==> src/rtl/pal_pad_sequencer.sv <==
// pal_pad_sequencer: freezes the VDG for PAL padding lines and synthesises hsync while it is frozen
module pal_pad_sequencer #(
    parameter int PAD_LINES = 25,
    parameter int LINE_CLKS = 228,
    parameter int HS_CLKS   = 16,
    parameter int MAX_LINES = 300
) (
    input  logic       clk_i,
    input  logic       rst_i,
    input  logic       vclk_en_i,
    input  logic       n_hs_i,
    input  logic       n_fs_i,
    output logic       line24_o,
    output logic       vclk_pulse_o,
    output logic       pad_hs_o,
    output logic [8:0] line_count_o,
    output logic       field_err_o
);
    typedef enum logic [1:0] {IDLE, ACTIVE, PAD} state_t;

    localparam logic [7:0] DOT_LAST = 8'(LINE_CLKS - 1);
    localparam logic [7:0] HS_END   = 8'(HS_CLKS);
    localparam logic [8:0] PAD_LAST = 9'(PAD_LINES - 1);
    localparam logic [8:0] MAX_LAST = 9'(MAX_LINES - 1);

    state_t     state_q;
    logic [2:0] hs_sync_q, fs_sync_q;
    logic       hs_fall_q, fs_fall_q;
    logic [7:0] dot_q;
    logic [8:0] line_count_q;
    logic       line24_q, vclk_pulse_q, pad_hs_q, field_err_q;

    assign line24_o     = line24_q;
    assign vclk_pulse_o = vclk_pulse_q;
    assign pad_hs_o     = pad_hs_q;
    assign line_count_o = line_count_q;
    assign field_err_o  = field_err_q;

    // two synchroniser flops, a history flop, then a registered falling-edge strobe
    always_ff @(posedge clk_i or posedge rst_i) begin
        if (rst_i) begin
            hs_sync_q <= '1;
            fs_sync_q <= '1;
            hs_fall_q <= 1'b0;
            fs_fall_q <= 1'b0;
        end else begin
            hs_sync_q <= {hs_sync_q[1:0], n_hs_i};
            fs_sync_q <= {fs_sync_q[1:0], n_fs_i};
            hs_fall_q <= hs_sync_q[2] & ~hs_sync_q[1];
            fs_fall_q <= fs_sync_q[2] & ~fs_sync_q[1];
        end
    end

    always_ff @(posedge clk_i or posedge rst_i) begin
        if (rst_i) begin
            state_q      <= IDLE;
            dot_q        <= '0;
            line_count_q <= '0;
            line24_q     <= 1'b0;
            vclk_pulse_q <= 1'b0;
            pad_hs_q     <= 1'b1;
            field_err_q  <= 1'b0;
        end else begin
            vclk_pulse_q <= 1'b0;
            case (state_q)
                IDLE: begin
                    if (fs_fall_q) begin
                        state_q      <= ACTIVE;
                        line_count_q <= '0;
                    end
                end
                ACTIVE: begin
                    if (fs_fall_q) begin
                        state_q      <= PAD;
                        line_count_q <= '0;
                        line24_q     <= 1'b1;
                        pad_hs_q     <= 1'b0;
                        dot_q        <= '0;
                    end else if (hs_fall_q) begin
                        if (line_count_q == MAX_LAST) begin
                            field_err_q  <= 1'b1;
                            state_q      <= IDLE;
                            line_count_q <= '0;
                        end else begin
                            line_count_q <= line_count_q + 9'd1;
                        end
                    end
                end
                PAD: begin
                    // sync edges are deliberately ignored here: the VDG is frozen
                    if (vclk_en_i) begin
                        if (dot_q == DOT_LAST) begin
                            dot_q        <= '0;
                            vclk_pulse_q <= 1'b1;
                            if (line_count_q == PAD_LAST) begin
                                state_q      <= ACTIVE;
                                line24_q     <= 1'b0;
                                line_count_q <= '0;
                                pad_hs_q     <= 1'b1;
                            end else begin
                                line_count_q <= line_count_q + 9'd1;
                                pad_hs_q     <= 1'b0;
                            end
                        end else begin
                            dot_q    <= dot_q + 8'd1;
                            pad_hs_q <= (dot_q + 8'd1) >= HS_END;
                        end
                    end
                end
                default: state_q <= IDLE;
            endcase
        end
    end
endmodule

==> config.mk <==
export PLATFORM = sky130hd
export DESIGN_NAME = pal_pad_sequencer
export DESIGN_NICKNAME = d
export VERILOG_FILES = /design/src/rtl/pal_pad_sequencer.sv
export SDC_FILE = /design/constraint.sdc
export NUM_CORES = 1
export LEC_CHECK = 0
export ABC_CLOCK_PERIOD_IN_PS = 1950
export BUFFER_PORTS_ARGS = -buffer_cell sky130_fd_sc_hd__buf_2
export CORE_MARGIN = 5
export CORE_UTILIZATION = 45
export DETAILED_ROUTE_END_ITERATION = 8
export PLACE_DENSITY_LB_ADDON = 0.15
export SLEW_MARGIN = 20
export SYNTH_ARGS = -nofsm -noshare
export SYNTH_HDL_FRONTEND = slang
export SYNTH_SLANG_ARGS = --single-unit
==> constraint.sdc <==
create_clock -name clk_i -period 1.95 [get_ports clk_i]
set_input_delay 0.39 -clock clk_i [delete_from_list [all_inputs] [get_ports clk_i]]
set_output_delay 0.39 -clock clk_i [all_outputs]
set_load 0.005 [all_outputs]
==> key figures <==
Clock tree
  • CTS Root Cell: clkbuf_8
  • H-tree depth: 2
  • CTS Buf Count: 5
  • Max Buffers Root-to-Sink: 2
  • Clock Latency Late Sink: 0.28 ns
  • Num Clock Sinks: 31
  • Post-CTS Hold Buffers: 0
  • CTS tree: done
  • Clock slew at reported path FFs: 0.07 ns

Yosys
  • Synth area leader: dfrtp_1
  • Cell variety after synth: 45
  • Main synth FF type: dfrtp_1
  • Mapped Area: 1680 sq um
  • Asr flop ratio synth: 1.00
  • Cells after synthesis: 156
  • Post-synth EDFFs: 0
  • Flops & latches, synth: 31
  • Sequential element share of the synthesized area: 0.468
  • YS warnings: 0
  • Synth top area share: 0.358
  • Synthesized Nets: 168
  • Top cells by area, synth: dfrtp_1, dfstp_2, ha_1
  • Post-synthesis area per instance: 10.8 sq um

Finish
  • Most frequent cells in the layout: buf_4, dfrtp_1, buf_2
  • N_diodes: 0
  • Final nets: 226
  • Commonest non-fill, non-tap cell in the layout: buf_4
  • Fraction of final layout cells sized beyond drive strength 1: 0.474
  • Synth-to-Final Area Change: 36.2%
  • Fillers: 299

Setup path
  • CP endpoint: line_count_o[3]$_DFFE_PP0P_
  • Crit path DAT: 2.20 ns
  • Crit path launch type: flip-flop
  • Reg2reg start: dot_q[0]$_DFFE_PP0P_
  • CP Max Fanout: 8
  • Critical path endpoint category: flip-flop
  • CP Data Required Time: 2.16 ns
  • WS Path Type: flip-flop to flip-flop
  • Worst Reg2Reg Path Length in Cells: 7
  • Critical Path Start: dot_q[0]$_DFFE_PP0P_
  • Worst R2R Setup Slack: -0.03 ns
  • Reg2reg end: line_count_o[3]$_DFFE_PP0P_

Power
  • Leak pwr: 1.10 nW
  • Max VDD drop: 0.696 mV
  • Pwr Density: 976 nW/um^2
  • Design Power: 2.23 mW

Timing
  • Setup Skew: 0.00854 ns
  • Least-Margin Pin Slew: 0.411 ns
  • Min Tclk post-route: 1.98 ns
  • Period utilization: 1.02
  • Finish-stage setup viols: 8
  • Final Hold Fails: 0
  • Fmax: 504 MHz
  • Slew Limit Fails: 0
  • RSZ-0062 raised after global routing: yes
  • Total negative slack: -0.176 ns
  • Max-slew headroom: 0.725
  • Setup slack after layout: -0.0325 ns

Place
  • HPWL Detailed: 2770 microns
  • PortBufs: 17
  • Global placement routability congestion: 0.821

Floorplanning
  • Starting Density: 0.462
  • Num rows: 22
  • Core Box Area: 3630 sq um
  • I/O pin count: 18
  • Die height: 71.1 microns
  • Horizontal die dimension: 71.1 microns
  • Die area: 5050 sq um

Routing
  • Via Count: 1410
  • Pre-antenna DRT Iters: 4
  • Iter 0 DRT Violations: 99
  • DRT antenna net count: 0
  • Detailed Route WL: 3960 microns
  • Number of remaining DRC errors: 0
  • Avg WL per Cell: 15.1 microns
  • Drt via density: 5.36

Global routing
  • Largest net degree at the start of global routing: 32
  • Grt ovf: 0
  • GRT Total Usage: 0.164
  • First-pass GRT wire length: 6550 microns
  • Initial antenna violation count: 0
  • Vias in the first global route: 1436

Worst hold path
  • Hold Crit Class: primary input to asynchronous set/reset pin

Run
  • Maxcap violations: 0

Status
  • Failing checks: negative setup slack
  • Outcome: finished with violations
-- critical path, stage by stage (launching register included) --
cell      delay, ns
dfrtp_1        0.41
ha_4           0.15
nand4b_1       0.18
o41ai_4        0.40
nand4b_4       0.23
buf_6          0.20
nor2b_4        0.17
a31o_2         0.18
-- cells in the mapped netlist (3+ instances only) --
| cell type | number |
|---|---|
| and3_1 | 6 |
| nor2_1 | 9 |
| dfstp_2 | 7 |
| nand2_1 | 12 |
| a21o_2 | 4 |
| nand3_1 | 6 |
| o21ai_0 | 10 |
| nor2b_1 | 7 |
| o21bai_1 | 3 |
| a31o_2 | 3 |
| nor3_1 | 5 |
| nand4_1 | 3 |
| inv_1 | 8 |
| a22o_2 | 7 |
| ha_1 | 7 |
| dfrtp_1 | 24 |
-- sequential cells by signal (all words and copies together), names as in the netlist --
name and cells:
line24_o 1, dot_q 8, field_err_o 1, hs_fall_q 1
state_q 2, pad_hs_o 1, vclk_pulse_o 1, fs_fall_q 1
fs_sync_q 3, hs_sync_q 3, line_count_o 9
-- where the power goes --
group / total, mW / switching [mW] / leakage [nW] / internal (mW)
Sequential: 0.745 / 0.0464 / 0.398 / 0.698
Combinational: 0.840 / 0.411 / 0.642 / 0.429
Clock: 0.645 / 0.232 / 0.0612 / 0.413
-- timing repair --
action	CTS	global route
buffers inserted	4	6
gates cloned	1	1
gates resized for setup	7	7
endpoints found under the setup margin	11	11
endpoints found under the hold margin	0	0
pin swaps	10	6
-- cell families after synthesis --
family / count (synthesis) / share of synthesized area
xor+xnor: 1 / 0.00522
simple gates: 63 / 0.228
flops: 31 / 0.468
fa+ha+maj: 7 / 0.0522
mux: 4 / 0.0254
compound gates: 39 / 0.192
buf+inv: 11 / 0.0298
-- how the worst min path moves through the flow --
stage                           startpoint                      to
finish                               rst_i  state_q[1]$_DFFE_PP0P_
global route                        n_fs_i  fs_sync_q[0]$_DFF_PP1_
CTS                                  rst_i     fs_fall_q$_DFF_PP0_
detailed placement  hs_sync_q[0]$_DFF_PP1_  hs_sync_q[1]$_DFF_PP1_
global placement    fs_sync_q[0]$_DFF_PP1_  fs_sync_q[1]$_DFF_PP1_
floorplan           fs_sync_q[0]$_DFF_PP1_  fs_sync_q[1]$_DFF_PP1_
-- final cells by class --
| class | count | area, sq um | share of cell area |
|---|---|---|---|
| Clock buffer | 6 | 82.6 | 0.0361 |
| Clock inverter | 2 | 35.0 | 0.0153 |
| Inverter | 8 | 30.0 | 0.0131 |
| Multi-Input combinational cell | 116 | 941 | 0.412 |
| Sequential cell | 31 | 785 | 0.343 |
| Tap cell | 48 | 60.1 | 0.0263 |
| Timing Repair Buffer | 52 | 352 | 0.154 |
-- metrics by stage --
| stage | instance area, sq um | instances | setup slack (ns) | hold WS [ns] | util |
|---|---|---|---|---|---|
| floorplan | 1690 | 156 | 0.0519 | 0.345 | - |
| global placement | 2010 | 243 | -0.00172 | 0.347 | 0.552 |
| detailed placement | 2010 | 243 | -0.151 | 0.347 | 0.552 |
| CTS | 2210 | 256 | -0.103 | 0.178 | 0.607 |
| global route | 2280 | 263 | -0.0858 | 0.192 | 0.629 |
| finish | 2280 | 263 | -0.0325 | 0.178 | 0.629 |
-- layer usage --
metal / track usage / part of all wire
met5: 0 / 0
met4: 0.0522 / 0.0099
met3: 0.0440 / 0.031
met2: 0.283 / 0.52
met1: 0.198 / 0.44
Power figures use the tool's default switching activity.
